--- src/rtl/guess_game_pkg.sv ---
// Shared types for the number-guessing game controller: FSM state codes,
// LCD command codes and the trial-counter width.
package guess_game_pkg;

    localparam int TW = 4;

    typedef enum logic [2:0] {
        ST_INIT = 3'b000,
        ST_WAIT = 3'b001,
        ST_HINT = 3'b010,
        ST_END  = 3'b011
    } state_t;

    typedef enum logic [2:0] {
        CMD_CORRECT = 3'b000,
        CMD_FAILED  = 3'b001,
        CMD_UP      = 3'b010,
        CMD_DOWN    = 3'b011,
        CMD_RETRY   = 3'b100,
        CMD_START   = 3'b101,
        CMD_ENTER   = 3'b110,
        CMD_RANGE   = 3'b111
    } cmd_t;

endpackage

--- src/rtl/guess_game_ctrl_if.sv ---
// Keypad/LCD-side signal bundle of the guessing game controller.
// The master drives guesses and the random word; the slave is the controller.
interface guess_game_ctrl_if #(
    parameter int W = 7
);
    logic [W-1:0]                    rand_in;
    logic [W-1:0]                    guess_in;
    logic                            guess_valid;
    logic                            guess_ready;
    logic [2:0]                      cmd_out;
    logic                            cmd_strobe;
    logic [guess_game_pkg::TW-1:0]   trials_left;
    logic [W-1:0]                    lo_bound;
    logic [W-1:0]                    hi_bound;
    logic [7:0]                      win_cnt;
    logic [2:0]                      game_state;

    modport master (
        output rand_in, guess_in, guess_valid,
        input  guess_ready, cmd_out, cmd_strobe, trials_left,
               lo_bound, hi_bound, win_cnt, game_state
    );

    modport slave (
        input  rand_in, guess_in, guess_valid,
        output guess_ready, cmd_out, cmd_strobe, trials_left,
               lo_bound, hi_bound, win_cnt, game_state
    );
endinterface

--- src/rtl/guess_timeout_timer.sv ---
// Idle-cycle counter for the guess timeout; expire pulses on the cycle the
// count reaches CYC-1 while enabled and not being cleared.
module guess_timeout_timer #(
    parameter int CYC = 20
) (
    input  logic clk,
    input  logic rst,
    input  logic clear,
    input  logic enable,
    output logic expire
);
    localparam int            CW   = (CYC > 1) ? $clog2(CYC) : 1;
    localparam logic [CW-1:0] LAST = CW'(CYC - 1);

    logic [CW-1:0] r_count;

    assign expire = enable && !clear && (r_count == LAST);

    // Held at zero outside the enabled window, so entering it always starts fresh.
    always_ff @(posedge clk) begin
        if (!rst) begin
            r_count <= '0;
        end else if (clear || expire || !enable) begin
            r_count <= '0;
        end else begin
            r_count <= r_count + 1'b1;
        end
    end
endmodule

--- src/rtl/guess_game_ctrl.sv ---
// Number-guessing game controller: picks a target, grades guesses into LCD
// commands, tracks hint bounds, remaining trials and won rounds.
module guess_game_ctrl
    import guess_game_pkg::*;
#(
    parameter int W            = 7,
    parameter int MAX_VAL      = 99,
    parameter int MAX_TRIALS   = 5,
    parameter int TIMEOUT_CYC  = 0,
    parameter int STRICT_RANGE = 1
) (
    input  logic              clk,
    input  logic              rst,
    guess_game_ctrl_if.slave  bus
);
    localparam logic [W-1:0]  MAXV   = W'(MAX_VAL);
    localparam logic [W-1:0]  WRAP   = W'(MAX_VAL + 1);
    localparam logic [TW-1:0] NTRIAL = TW'(MAX_TRIALS);

    state_t        r_state,  w_stateNext;
    cmd_t          r_cmd,    w_cmdNext;
    logic          r_strobe, w_strobeNext;
    logic [TW-1:0] r_trials, w_trialsNext, w_trialsDec;
    logic [W-1:0]  r_lo,     w_loNext;
    logic [W-1:0]  r_hi,     w_hiNext;
    logic [7:0]    r_win,    w_winNext;
    logic [W-1:0]  r_target, w_targetNext;
    logic          w_illegal;
    logic          w_expire;

    generate
        if (TIMEOUT_CYC > 0) begin : g_timer
            logic w_timerClear;
            logic w_timerEnable;
            assign w_timerClear  = bus.guess_valid;
            assign w_timerEnable = (r_state == ST_WAIT);
            guess_timeout_timer #(.CYC(TIMEOUT_CYC)) u_timer (
                .clk    (clk),
                .rst    (rst),
                .clear  (w_timerClear),
                .enable (w_timerEnable),
                .expire (w_expire)
            );
        end else begin : g_noTimer
            assign w_expire = 1'b0;
        end
    endgenerate

    assign w_trialsDec = r_trials - TW'(1);
    assign w_illegal   = (bus.guess_in > MAXV) ||
                         ((STRICT_RANGE != 0) && ((bus.guess_in < r_lo) || (bus.guess_in > r_hi)));

    always_comb begin
        w_stateNext  = r_state;
        w_cmdNext    = r_cmd;
        w_strobeNext = 1'b0;
        w_trialsNext = r_trials;
        w_loNext     = r_lo;
        w_hiNext     = r_hi;
        w_winNext    = r_win;
        w_targetNext = r_target;
        case (r_state)
            ST_INIT: begin
                w_targetNext = (bus.rand_in <= MAXV) ? bus.rand_in : bus.rand_in - WRAP;
                w_trialsNext = NTRIAL;
                w_loNext     = '0;
                w_hiNext     = MAXV;
                w_cmdNext    = CMD_ENTER;
                w_strobeNext = 1'b1;
                w_stateNext  = ST_WAIT;
            end
            ST_WAIT: begin
                // A guess in the same cycle as the timeout wins over the forfeit.
                if (bus.guess_valid) begin
                    w_strobeNext = 1'b1;
                    if (w_illegal) begin
                        w_cmdNext = CMD_RANGE;
                    end else if (bus.guess_in == r_target) begin
                        w_cmdNext   = CMD_CORRECT;
                        w_winNext   = (r_win == 8'hFF) ? r_win : r_win + 8'd1;
                        w_stateNext = ST_END;
                    end else begin
                        w_trialsNext = w_trialsDec;
                        if (w_trialsDec == '0) begin
                            w_cmdNext   = CMD_FAILED;
                            w_stateNext = ST_END;
                        end else if (bus.guess_in > r_target) begin
                            w_cmdNext   = CMD_DOWN;
                            w_hiNext    = bus.guess_in - 1'b1;
                            w_stateNext = ST_HINT;
                        end else begin
                            w_cmdNext   = CMD_UP;
                            w_loNext    = bus.guess_in + 1'b1;
                            w_stateNext = ST_HINT;
                        end
                    end
                end else if (w_expire) begin
                    w_strobeNext = 1'b1;
                    w_trialsNext = w_trialsDec;
                    if (w_trialsDec == '0) begin
                        w_cmdNext   = CMD_FAILED;
                        w_stateNext = ST_END;
                    end else begin
                        w_cmdNext = CMD_ENTER;
                    end
                end
            end
            ST_HINT: begin
                w_stateNext = ST_WAIT;
            end
            ST_END: begin
                if (bus.guess_valid) begin
                    w_strobeNext = 1'b1;
                    if (bus.guess_in == W'(1)) begin
                        w_cmdNext   = CMD_START;
                        w_stateNext = ST_INIT;
                    end else begin
                        w_cmdNext = CMD_RETRY;
                    end
                end
            end
            default: begin
                w_stateNext = ST_INIT;
            end
        endcase
    end

    always_ff @(posedge clk) begin
        if (!rst) begin
            r_state  <= ST_INIT;
            r_cmd    <= CMD_ENTER;
            r_strobe <= 1'b0;
            r_trials <= '0;
            r_lo     <= '0;
            r_hi     <= MAXV;
            r_win    <= '0;
            r_target <= '0;
        end else begin
            r_state  <= w_stateNext;
            r_cmd    <= w_cmdNext;
            r_strobe <= w_strobeNext;
            r_trials <= w_trialsNext;
            r_lo     <= w_loNext;
            r_hi     <= w_hiNext;
            r_win    <= w_winNext;
            r_target <= w_targetNext;
        end
    end

    assign bus.guess_ready = (r_state == ST_WAIT) || (r_state == ST_END);
    assign bus.cmd_out     = r_cmd;
    assign bus.cmd_strobe  = r_strobe;
    assign bus.trials_left = r_trials;
    assign bus.lo_bound    = r_lo;
    assign bus.hi_bound    = r_hi;
    assign bus.win_cnt     = r_win;
    assign bus.game_state  = r_state;
endmodule

--- src/flat_wrapper.sv ---
// flat-port wrapper written by rule: the top's interface ports become plain ports
module guess_game_ctrl_flat import guess_game_pkg::*;
#(
    parameter int W            = 7,
    parameter int MAX_VAL      = 99,
    parameter int MAX_TRIALS   = 5,
    parameter int TIMEOUT_CYC  = 0,
    parameter int STRICT_RANGE = 1
)
  (clk, rst, bus_rand_in, bus_guess_in, bus_guess_valid, bus_guess_ready, bus_cmd_out, bus_cmd_strobe, bus_trials_left, bus_lo_bound, bus_hi_bound, bus_win_cnt, bus_game_state);
  guess_game_ctrl_if #(.W(W)) bus_i ();
  input  logic clk;
  input  logic rst;
  input wire logic [$bits(bus_i.rand_in)-1:0] bus_rand_in;
  input wire logic [$bits(bus_i.guess_in)-1:0] bus_guess_in;
  input wire logic [$bits(bus_i.guess_valid)-1:0] bus_guess_valid;
  output wire logic [$bits(bus_i.guess_ready)-1:0] bus_guess_ready;
  output wire logic [$bits(bus_i.cmd_out)-1:0] bus_cmd_out;
  output wire logic [$bits(bus_i.cmd_strobe)-1:0] bus_cmd_strobe;
  output wire logic [$bits(bus_i.trials_left)-1:0] bus_trials_left;
  output wire logic [$bits(bus_i.lo_bound)-1:0] bus_lo_bound;
  output wire logic [$bits(bus_i.hi_bound)-1:0] bus_hi_bound;
  output wire logic [$bits(bus_i.win_cnt)-1:0] bus_win_cnt;
  output wire logic [$bits(bus_i.game_state)-1:0] bus_game_state;
  assign bus_i.rand_in = bus_rand_in;
  assign bus_i.guess_in = bus_guess_in;
  assign bus_i.guess_valid = bus_guess_valid;
  assign bus_guess_ready = bus_i.guess_ready;
  assign bus_cmd_out = bus_i.cmd_out;
  assign bus_cmd_strobe = bus_i.cmd_strobe;
  assign bus_trials_left = bus_i.trials_left;
  assign bus_lo_bound = bus_i.lo_bound;
  assign bus_hi_bound = bus_i.hi_bound;
  assign bus_win_cnt = bus_i.win_cnt;
  assign bus_game_state = bus_i.game_state;
  guess_game_ctrl #(.W(W), .MAX_VAL(MAX_VAL), .MAX_TRIALS(MAX_TRIALS), .TIMEOUT_CYC(TIMEOUT_CYC), .STRICT_RANGE(STRICT_RANGE)) u_core (.clk(clk), .rst(rst), .bus(bus_i));
endmodule
--- config.mk ---
export PLATFORM = sky130hd
export DESIGN_NAME = guess_game_ctrl_flat
export DESIGN_NICKNAME = d
export VERILOG_FILES = /design/src/rtl/guess_game_pkg.sv /design/src/rtl/guess_game_ctrl_if.sv /design/src/rtl/guess_timeout_timer.sv /design/src/rtl/guess_game_ctrl.sv /design/src/flat_wrapper.sv
export SDC_FILE = /design/constraint.sdc
export NUM_CORES = 1
export LEC_CHECK = 0
export CORE_MARGIN = 5
export CORE_UTILIZATION = 56
export DETAILED_ROUTE_END_ITERATION = 7
export PLACE_DENSITY = 0.84
export RECOVER_POWER = 100
export SLEW_MARGIN = 5
export SYNTH_ARGS = -nofsm -noshare
export SYNTH_HDL_FRONTEND = slang
export SYNTH_SLANG_ARGS = --single-unit
--- constraint.sdc ---
create_clock -name clk -period 6.35 [get_ports clk]
set_input_delay 0.635 -clock clk [delete_from_list [all_inputs] [get_ports clk]]
set_output_delay 0.635 -clock clk [all_outputs]
set_load 0.02 [all_outputs]
==> flow_summary.ini <==
[outcome]
outcome = finished, violations left
violations = max-capacitance violations, max-slew violations

[global_route]
vias_in_the_first_global_route = 2494
grt_max_degree = 30
initial_antenna_violation_count = 0
grt_first_pass_wirelength_um = 11600
global_route.overflow_total = 0
groute.usage.overall = 0.233

[clock_network]
cts.hold.buffers_added = 0
clk_latency_ns = 0.30
clock_tree_from_tritoncts = yes
cts_resized = 0
clock_sinks = 39
postCtsSetupBuffers = 0
h_tree_depth = 2
cts.path.max_buffers = 2
root_buffer = clkbuf_8
total_cts_buffers = 5
clock_transition_at_the_registers_of_the_reported_paths_ns = 0.07

[power]
p_leak_nw = 1.29
areal_power_density_over_the_cells_nw_per_um2 = 180
ir_drop_mv = 0.105

[yosys]
synth_fp_nets = 369
synthMostInstantiatedCell = nand2_1
synth_warnings = 0
ys_types = 52
synth_edf_count = 0
synth-seq-area-share = 0.299
synth.area.top_cells = dfxtp_1 30%, ha_1 13%, nand2_1 6.6%
post_syn_area_um2 = 2610
synthesis.area_per_instance_um2 = 8.03
synth_largest_area_cell = dfxtp_1
synthTopCellsByCount = 46 x nand2_1, 39 x dfxtp_1, 28 x inv_1, 27 x ha_1, 21 x a21oi_1
synth_flop_cell = dfxtp_1
netlist_instances = 325
synthArstFlopShare = 0
ys_seq_elements = 39
synth_top_area_share = 0.299

[final_layout]
post_route_cells_drive_above_1_share = 0.0386
flow.area_growth_from_synthesis_pct = 20.7
finish.net_count = 407
antenna-diode-count = 0

[worst_setup_path]
worstReg2RegStart = u_core.bus.hi_bound[4]
worst_r2r_path_depth = 8
cp.arrival_ns = 4.33
criticalPathCategory = primary input to flop
r2r-end = u_core.bus.hi_bound[3]
timing.critical_path.to_type = flop
cp.required_ns = 6.54
worst_setup_path_start_kind = primary input
worst_setup_path_startpoint = bus_guess_in[2]
ff2ff_setup_slack_ns = 2.93
crit_fanout = 29

[timing]
final_setup_violating_endpoints = 0
timing.clock.skew_ns = 0.00686
fin_setup_tns_ns = 0
timing.fmax_mhz = 242
timing_worst_slew_pin_value_ns = 1.96
timing.max_slew.rel_slack = -0.308
fin_hold_ws_ns = 0.463
grt_setup_unrepaired = false
period_needed_ns = 4.13
timing_max_transition_violations_final = 30
hold_violations = 0
finalCritPeriodShare = 0.651

[run]
reported_max_cap_violation_count = 1

[route]
detail_route.vias_per_cell = 5.99
wirelength_um = 6630
detail-route-antenna-nets = 0
detailedRoute.firstPassIterationCount = 4
detailroute.via_count = 2484
detail_route.iter0.violations = 177
avgRoutedWirePerCell_um = 16.0
route.detailed.drc = 0

[min_path]
worstHoldStart = u_core.r_target[4]
hold_path_depth = 2
hp-class = flop to flop
whs_endpoint = u_core.r_target[4]

[floorplan]
start_util = 0.588
die_w_um = 78.3
boundaryPins = 51
die_area_um2 = 6130
die_h_um = 78.3
row_count = 24
core_region_um2 = 4440

[placement]
finalWeightedCongestion = 0.938
placement.io_buffers = 49
detailed_place_hpwl_um = 4980
## state kept, by name, indices dropped and copies added (netlist names)
| signal | cells |
|---|---|
| u_core.bus.game_state | 2 |
| u_core.bus.trials_left | 4 |
| u_core.bus.hi_bound | 7 |
| u_core.bus.lo_bound | 7 |
| u_core.bus.cmd_out | 3 |
| u_core.bus.win_cnt | 8 |
| u_core.bus.cmd_strobe | 1 |
| u_core.r_target | 7 |
## layer usage
| metal | track usage | up-vias | share of wire |
|---|---|---|---|
| met4 | 0.0787 | 0 | 0.012 |
| met5 | 0 | - | 0 |
| met3 | 0.0481 | 8 | 0.055 |
| met1 | 0.285 | 1170 | 0.43 |
| li1 | - | 1239 | - |
| met2 | 0.407 | 67 | 0.50 |
## worst max-delay path by stage
stage | cells past startpoint | endpoint
detailed placement | 8 | u_core.bus.lo_bound[4]
global route | 8 | u_core.bus.hi_bound[3]
floorplan | 9 | u_core.bus.lo_bound[0]
CTS | 8 | u_core.bus.lo_bound[4]
finish | 8 | u_core.bus.hi_bound[3]
global placement | 8 | u_core.bus.lo_bound[5]
## power breakdown
group	internal, mW	switching [mW]	total (mW)
logic	0.0536	0.0798	0.133
registers	0.254	0.00920	0.263
clock network	0.0852	0.0842	0.169
## placed cells by master (no fill, tap or decap), types with 11 or more instances in the layout
cell,count
dfxtp_1,39
inv_1,28
clkdlybuf4s50_1,11
o21ai_0,13
dlygate4sd3_1,38
a21oi_1,21
ha_1,27
nand2_1,46
nor2_1,13
## worst max-delay path, cell delays in order
cell           delay (ns)
dlygate4sd3_1        0.71
ha_1                 0.39
a21o_1               0.12
a31oi_1              0.04
o21ai_0              0.35
o2111ai_1            0.97
or3_1                0.82
a32o_1               0.29
## stage by stage
step | worst slack (ns) | util | cells | area [um2] | total power, mW
6_report | 2.22 | 0.709 | 415 | 3150 | 0.566
5_1_grt | 2.03 | 0.709 | 415 | 3150 | 0.602
4_1_cts | 2.71 | 0.711 | 415 | 3160 | 0.573
3_5_place_dp | 2.41 | 0.691 | 408 | 3070 | 0.404
3_3_place_gp | 2.54 | 0.691 | 408 | 3070 | 0.400
2_1_floorplan | 3.94 | - | 325 | 2610 | 0.357
## cell families (layout without fill, tap and decap cells)
logic type | Yosys count | in the layout | synth area share
xor gates and xnor gates | 10 | 10 | 0.0335
buffers and inverters | 47 | 85 | 0.0781
AOI/OAI and AO/OA | 81 | 81 | 0.212
DFF | 39 | 39 | 0.299
muxes | 9 | 9 | 0.0345
and+or+nand+nor | 111 | 111 | 0.212
adders and majority gates | 27 | 27 | 0.129
other | 1 | 1 | 0.00144
## cell type report
cell class	instances	area (um2)
Clock inverter	1	5.00
Sequential cell	39	781
Fill cell	363	1290
Multi-Input combinational cell	239	1620
Tap cell	52	65.1
Timing Repair Buffer	49	490
Clock buffer	6	82.6
Inverter	29	109
No activity file was read; power rests on OpenSTA's default activity.
